## src/rtl/dram_read_bridge.sv

```systemverilog
// DRAM read bridge: accepts read addresses, issues them to a fixed-latency backend and
// returns lines in order through a credit-reserved FIFO. Define DRAM_READ_BRIDGE_STAT_EN for counters.
module dram_read_bridge #(
  parameter int unsigned GBW   = 32,
  parameter int unsigned DBW   = 16,
  parameter int unsigned CSIZE = 32,
  parameter int unsigned LAT   = 3,
  parameter int unsigned DEPTH = 4
) (
  input  logic                   i_clk,
  input  logic                   i_rst,
  input  logic                   dramra_rdy,
  output logic                   dramra_ack,
  input  logic [GBW-1:0]         i_dramra,
  output logic                   dramrd_rdy,
  input  logic                   dramrd_ack,
  output logic [CSIZE*DBW-1:0]   o_dramrd,
  output logic                   o_mem_ce,
  output logic [GBW-1:0]         o_mem_addr,
  input  logic [CSIZE*DBW-1:0]   i_mem_rdata
`ifdef DRAM_READ_BRIDGE_STAT_EN
  ,
  output logic [31:0]            o_stat_reqs,
  output logic [31:0]            o_stat_stall
`endif
);

  localparam int unsigned LW = CSIZE * DBW;
  localparam int unsigned CW = $clog2(DEPTH + 1);
  localparam int unsigned PW = $clog2(DEPTH);
  localparam int unsigned VW = (LAT > 1) ? LAT - 1 : 1;

  logic          alive_q, alive_d;
  logic [CW-1:0] count_q, count_d;
  logic [CW-1:0] inflight_q, inflight_d;
  logic [PW-1:0] wptr_q, wptr_d;
  logic [PW-1:0] rptr_q, rptr_d;
  logic [VW-1:0] vpipe_q, vpipe_d;
  logic [LW-1:0] mem_q [DEPTH];
  logic [LW-1:0] mem_d [DEPTH];

  logic [CW-1:0] free_c;
  logic          vout_c;
  logic          push_c;
  logic          pop_c;

  // Request path: accept only against a reserved FIFO slot, issue in the same cycle.
  always_comb begin
    free_c     = CW'(DEPTH) - count_q - inflight_q;
    dramra_ack = alive_q & dramra_rdy & (free_c != '0);
    o_mem_ce   = dramra_ack;
    o_mem_addr = dramra_ack ? i_dramra : '0;
    dramrd_rdy = (count_q != '0);
    o_dramrd   = mem_q[rptr_q];
  end

  // The strobe itself is stage 0 of the valid pipe; the tail marks the capture
  // cycle so the line is written on the LAT-th edge after the strobe cycle.
  always_comb begin
    vpipe_d    = '0;
    vpipe_d[0] = o_mem_ce;
    for (int i = 1; i < int'(VW); i++) begin
      vpipe_d[i] = vpipe_q[i-1];
    end
    vout_c = (LAT > 1) ? vpipe_q[VW-1] : o_mem_ce;
    push_c = vout_c;
    pop_c  = dramrd_ack & dramrd_rdy;
  end

  always_comb begin
    alive_d    = 1'b1;
    count_d    = count_q;
    inflight_d = inflight_q;
    wptr_d     = wptr_q;
    rptr_d     = rptr_q;
    mem_d      = mem_q;

    case ({push_c, pop_c})
      2'b10:   count_d = count_q + CW'(1);
      2'b01:   count_d = count_q - CW'(1);
      default: count_d = count_q;
    endcase

    case ({o_mem_ce, vout_c})
      2'b10:   inflight_d = inflight_q + CW'(1);
      2'b01:   inflight_d = inflight_q - CW'(1);
      default: inflight_d = inflight_q;
    endcase

    if (push_c) begin
      mem_d[wptr_q] = i_mem_rdata;
      wptr_d        = wptr_q + PW'(1);
    end
    if (pop_c) begin
      rptr_d = rptr_q + PW'(1);
    end
  end

  always_ff @(posedge i_clk or negedge i_rst) begin
    if (!i_rst) begin
      alive_q    <= 1'b0;
      count_q    <= '0;
      inflight_q <= '0;
      wptr_q     <= '0;
      rptr_q     <= '0;
      vpipe_q    <= '0;
      for (int i = 0; i < int'(DEPTH); i++) begin
        mem_q[i] <= '0;
      end
    end else begin
      alive_q    <= alive_d;
      count_q    <= count_d;
      inflight_q <= inflight_d;
      wptr_q     <= wptr_d;
      rptr_q     <= rptr_d;
      vpipe_q    <= vpipe_d;
      mem_q      <= mem_d;
    end
  end

`ifdef DRAM_READ_BRIDGE_STAT_EN
  logic [31:0] stat_reqs_q, stat_reqs_d;
  logic [31:0] stat_stall_q, stat_stall_d;

  // Saturating event counters.
  always_comb begin
    stat_reqs_d  = stat_reqs_q;
    stat_stall_d = stat_stall_q;
    if (o_mem_ce && (stat_reqs_q != '1)) begin
      stat_reqs_d = stat_reqs_q + 32'd1;
    end
    if (alive_q && dramra_rdy && !dramra_ack && (stat_stall_q != '1)) begin
      stat_stall_d = stat_stall_q + 32'd1;
    end
  end

  always_ff @(posedge i_clk or negedge i_rst) begin
    if (!i_rst) begin
      stat_reqs_q  <= '0;
      stat_stall_q <= '0;
    end else begin
      stat_reqs_q  <= stat_reqs_d;
      stat_stall_q <= stat_stall_d;
    end
  end

  assign o_stat_reqs  = stat_reqs_q;
  assign o_stat_stall = stat_stall_q;
`endif

endmodule
```

## config.mk

```make
export PLATFORM = sky130hd
export DESIGN_NAME = dram_read_bridge
export DESIGN_NICKNAME = d
export VERILOG_FILES = /design/src/rtl/dram_read_bridge.sv
export SDC_FILE = /design/constraint.sdc
export NUM_CORES = 2
export LEC_CHECK = 0
export CAP_MARGIN = 10
export CORE_AREA = 2 2 427 429
export CTS_CLUSTER_SIZE = 40
export DETAILED_ROUTE_END_ITERATION = 10
export DIE_AREA = 0 0 429 431
export DONT_BUFFER_PORTS = 1
export PLACE_DENSITY_LB_ADDON = 0.2
export SLEW_MARGIN = 25
export SYNTH_ARGS = -nofsm -noshare
export SYNTH_HDL_FRONTEND = slang
export SYNTH_SLANG_ARGS = --single-unit
```

## constraint.sdc

```tcl
create_clock -name i_clk -period 3.62 [get_ports i_clk]
set_clock_uncertainty 0.05 [all_clocks]
set_input_delay 0.362 -clock i_clk [delete_from_list [all_inputs] [get_ports i_clk]]
set_output_delay 0.362 -clock i_clk [all_outputs]
set_load 0.02 [all_outputs]
```

* Word level (Yosys, flattened, before mapping)
Cells that the tools add are included.
Operators by class: bitwise operators 5, reduce and logical (&&, ||, !) cells 5, muxes and demuxes 9, add/sub/neg operators 8, equal/unequal tests 4, order comparisons 3
Operators by type and width (number):
- $bwmux 2048 | 1
- $mux 512 | 3
- $bmux 512 s2 | 1
- $demux 512 s2 | 1
- $mux 32 | 1
- $pmux 3 s2 | 2
- $add 3x1->3 const B | 2
- $ge 3x3->1 const B | 2
- $not 2->3 | 2
- $reduce_bool 3->1 | 2
- $sub 3x1->3 const B | 2
- $add 2x1->2 const B | 2
- $eq 2x1->1 const B | 2
- $eq 2x2->1 const B | 2
- $reduce_bool 2->1 | 2
- $and 1x1->1 | 3
- $lt 3x1->1 const B | 1
- $sub 3x3->3 | 1
- $sub 3x3->3 const A | 1
- $logic_and 1x1->1 | 1
Word-level totals: input port bits 548, bits in registers 2061

* Logic depth before layout (Yosys ltp)
word-level depth 6, gate-level depth with buffers 12

* Worst setup path before layout
No wires, ideal clock.
kind reg-to-reg, from register count_q[1], to register inflight_q[2], arrival time 2.442 ns, cell stages (with the launch flop) 13, path buffers 0, setup slack 1.049 ns, cell sequence dfrtp_1 > ha_1 > inv_1 > ha_1 > xor2_1 > xnor2_2 > a21bo_2 > ha_1 > inv_1 > fa_1 > xor2_1 > nor2_1 > xor2_1
On the way: longest elaborated chain between the ends 6, elaborated cells on any way between the ends 8, classes of those cells add/sub (2); eq/ne (2); mux (1); bitwise (1); reduce/logical (2)
RTL lines:
- start: declaration | line 34 | logic [CW-1:0] count_q, count_d;
- start signal: assignment | line 112 | count_q <= count_d;
- $sub 3x3->3 * (2 in a row) | line 49 | free_c = CW'(DEPTH) - count_q - inflight_q;
- $reduce_bool 3->1 * | line 50 | dramra_ack = alive_q & dramra_rdy & (free_c != '0);
- $and 1x1->1 * | line 50
- $eq 2x1->1 / $eq 2x2->1 (equally long branches) | line 84 | case ({o_mem_ce, vout_c})
- $pmux 3 s2 / $reduce_bool 2->1 (equally long branches)
- end signal: assignment | line 113 | inflight_q <= inflight_d;
- end: declaration | line 35 | logic [CW-1:0] inflight_q, inflight_d;
Mark *: on every way between the ends. The rest lies on a longest branch, timed or not. A chain may end at the register's enable or synchronous reset.

* Worst setup path after layout
from register count_q[1], to output dramra_ack
On the way: longest elaborated chain between the ends 4
RTL lines:
- $sub 3x3->3 (2 in a row) | line 49
- $reduce_bool 3->1 | line 50
- $and 1x1->1 | line 50
- end: declaration | line 13 | output logic dramra_ack,
No other way between the ends.

==> impl_metrics.ini <==
[outcome]
status = finished with violations
violations = negative hold slack

[timing]
hold_viol_final = 314
slew_viol_final = 0
setup_violations = 0
relSlewSlack = 0.375
fin_crit_ps = 3440
rsz0062_at_grt = no
min_period_over_period = 0.951
worst_pin_slew_ps = 937
setup-tns-final_ps = 0
max_freq_mhz = 291
whs_ps = -822

[cts]
root_buffer = clkbuf_16
worstSkewPairLatency_ps = 850
clk_path_buf_depth = 3
cts_tree = yes
path_clk_slew_ps = 60
post_cts_buffers = 0
clock_sinks = 2061
htree_levels = 4
cts_buffers = 211

[cells_and_area]
seqCellArea_um2 = 51600
nFillCells = 13757
layout-drive-gt1-share = 0.526
multi_input_area_um2 = 35300
nets = 6164
area_delta_synth_final_pct = 15.4
stdcell_area_um2 = 104000

[synthesis]
async_reset_ff_frac = 1.00
synth-seq-area-share = 0.571
synth_top_cell_by_area = dfrtp_1
dominantRegCellSynth = dfrtp_1
synth_top_cell_area_share = 0.571
ys_ff_latch = 2061
yosysWarnings = 0
yosys-top-cells-area = dfrtp_1 57%, mux2_2 26%, mux4_2 13%
syn_inst = 5086
syn_nets = 5645
ys_types = 27
synth_edf_count = 0
avgSynthCellArea_um2 = 17.7
synth_area_um2 = 90300

[setup_path]
crit_type = flop to output pin
end_kind = output pin
worstPathArrival_ps = 3030
path_cells = ha_1, inv_1, ha_1, xor2_1, xnor2_4, buf_4, a21boi_1, buf_4
max_stage_delay_ps = 420
crit_fanout = 33
crit_buf_inv = 3
start_kind = flop
worstPathRequired_ps = 3210
slowest_stage = dfrtp_1
cpLargestDelayFamily = buffers and inverters

[worst_hold_path]
min_path_type = input pin to asynchronous set/reset pin

[routing]
first_iter_violations = 2302
vias = 47671
wire_per_inst_um = 26.8
route.antenna.remaining_nets = 0
routed_wirelength_um = 219000
dr.pass1.iters = 4
drc = 0
via_per_inst = 5.83

[global_route]
grt-busiest-layer = met2
grt_use_met2 = 0.394
grtUsageMet3 = 0.0574
antenna_found_initial = 65
grt_util_met1 = 0.286
grt_pass1_vias = 51276
grt.total_usage = 0.237
grt_pass1_wl_um = 333000
grt_max_degree = 227
grt_remaining_overflow = 0

[die]
fp.dieH_um = 431
coreArea_um2 = 180000
dieArea_um2 = 185000
fp-row-count = 156
die_w_um = 429
io_pins = 1095
initial_core_util = 0.501

[placement]
port_buffers = 0
dpl.hpwl_um = 148000
placed_area_um2 = 91900
gp_congestion = 0.892

[power_and_ir_drop]
leakagePower_nw = 43.0
powerDensity_nw_per_um2 = 1040
ir_worst_vdd_mv = 0.588

[job]
drv_cap = 0
==> cell usage after synthesis (4+ instances only) <==
cell type and instances:
a21oi_1 30, buf_2 66, buf_4 4, buf_6 264
clkbuf_1 15, dfrtp_1 2061, ha_1 9, inv_1 10
mux2_2 2048, mux4_2 512, nand2_1 34, nand2_2 4
xor2_1 8
==> layout make-up <==
| cell class | instances | share of cell area |
|---|---|---|
| Sequential cell | 2061 | 0.495 |
| Multi-Input combinational cell | 2665 | 0.339 |
| Timing Repair Buffer | 656 | 0.0704 |
| Clock buffer | 329 | 0.0608 |
| Tap cell | 2370 | 0.0285 |
| Clock inverter | 51 | 0.00464 |
| Antenna cell | 37 | 0.000889 |
| Inverter | 10 | 0.000360 |
==> cells in the final DEF (no fill, tap or decap), types with 5 or more instances in the layout <==
| cell | count |
|---|---|
| a21oi_1 | 30 |
| buf_12 | 59 |
| buf_16 | 19 |
| buf_4 | 63 |
| bufinv_16 | 5 |
| clkbuf_1 | 58 |
| clkbuf_16 | 212 |
| clkbuf_8 | 59 |
| clkinv_2 | 32 |
| dfrtp_1 | 2059 |
| diode_2 | 37 |
| dlygate4sd3_1 | 515 |
| ha_1 | 9 |
| inv_1 | 10 |
| inv_6 | 6 |
| mux2_2 | 2048 |
| mux4_2 | 512 |
| nand2_1 | 34 |
| xor2_1 | 8 |
==> routing by layer <==
layer	wire, um	vias to the layer above
met1	85000	25909
met3	11600	457
li1	-	20153
met5	118	-
met4	12900	20
met2	109000	1132
==> cells by family (layout without fill, tap and decap cells) <==
family	count (synthesis)	after routing	share of synthesized area
muxes	2562	2562	0.383
DFF	2061	2061	0.571
buffers and inverters	360	1046	0.0381
and+or+nand+nor	43	43	0.00195
AOI/OAI and AO/OA	36	36	0.00220
xor gates and xnor gates	12	12	0.00125
adders and majority gates	11	11	0.00169
other	1	38	0.0000415
==> through the flow <==
step	cells	power, mW	worst slack [ps]	utilization
after global routing	8176	113	33.7	0.578
after global placement	7237	85.2	-524	0.510
after CTS	8134	109	91.9	0.576
after detailed placement	7239	86.7	-226	0.510
final	8179	108	179	0.578
after floorplan	5086	75.7	1050	-
==> path summary, 6_finish.rpt <==
check | startpoint | to | slack, ps | cells past startpoint
max | count_q[1]$_DFFE_PN0P_ | dramra_ack | 180 | 8
min | i_rst | mem_q[486]$_DFFE_PN0P_ | -820 | 0
max reg2reg | count_q[1]$_DFFE_PN0P_ | inflight_q[2]$_DFFE_PN0P_ | 860 | 12
min reg2reg | vpipe_q[0]$_DFF_PN0_ | vpipe_q[1]$_DFF_PN0_ | 420 | 0
max in group asynchronous | i_rst | mem_q[754]$_DFFE_PN0P_ | 900 | 6
min in group i_clk | dramra_rdy | vpipe_q[0]$_DFF_PN0_ | 180 | 2
==> what timing repair did <==
action,4_1_cts,5_1_grt
hold buffers,515,3
gates resized for setup,0,0
hold endpoints to repair,2562,265
==> sequential cells by signal (all words and copies together), names as in the netlist <==
register and count:
mem_q 2048, count_q 3, inflight_q 3, rptr_q 2, vpipe_q 2, wptr_q 2
alive_q 1
==> report_power, final <==
group | switching [mW] | leakage [nW] | internal (mW) | total (mW)
combinational | 24.4 | 15.6 | 21.7 | 46.1
clock | 8.99 | 3.38 | 12.3 | 21.3
sequential | 5.63 | 24.0 | 35.0 | 40.6
(Power assumes the default switching activity.)
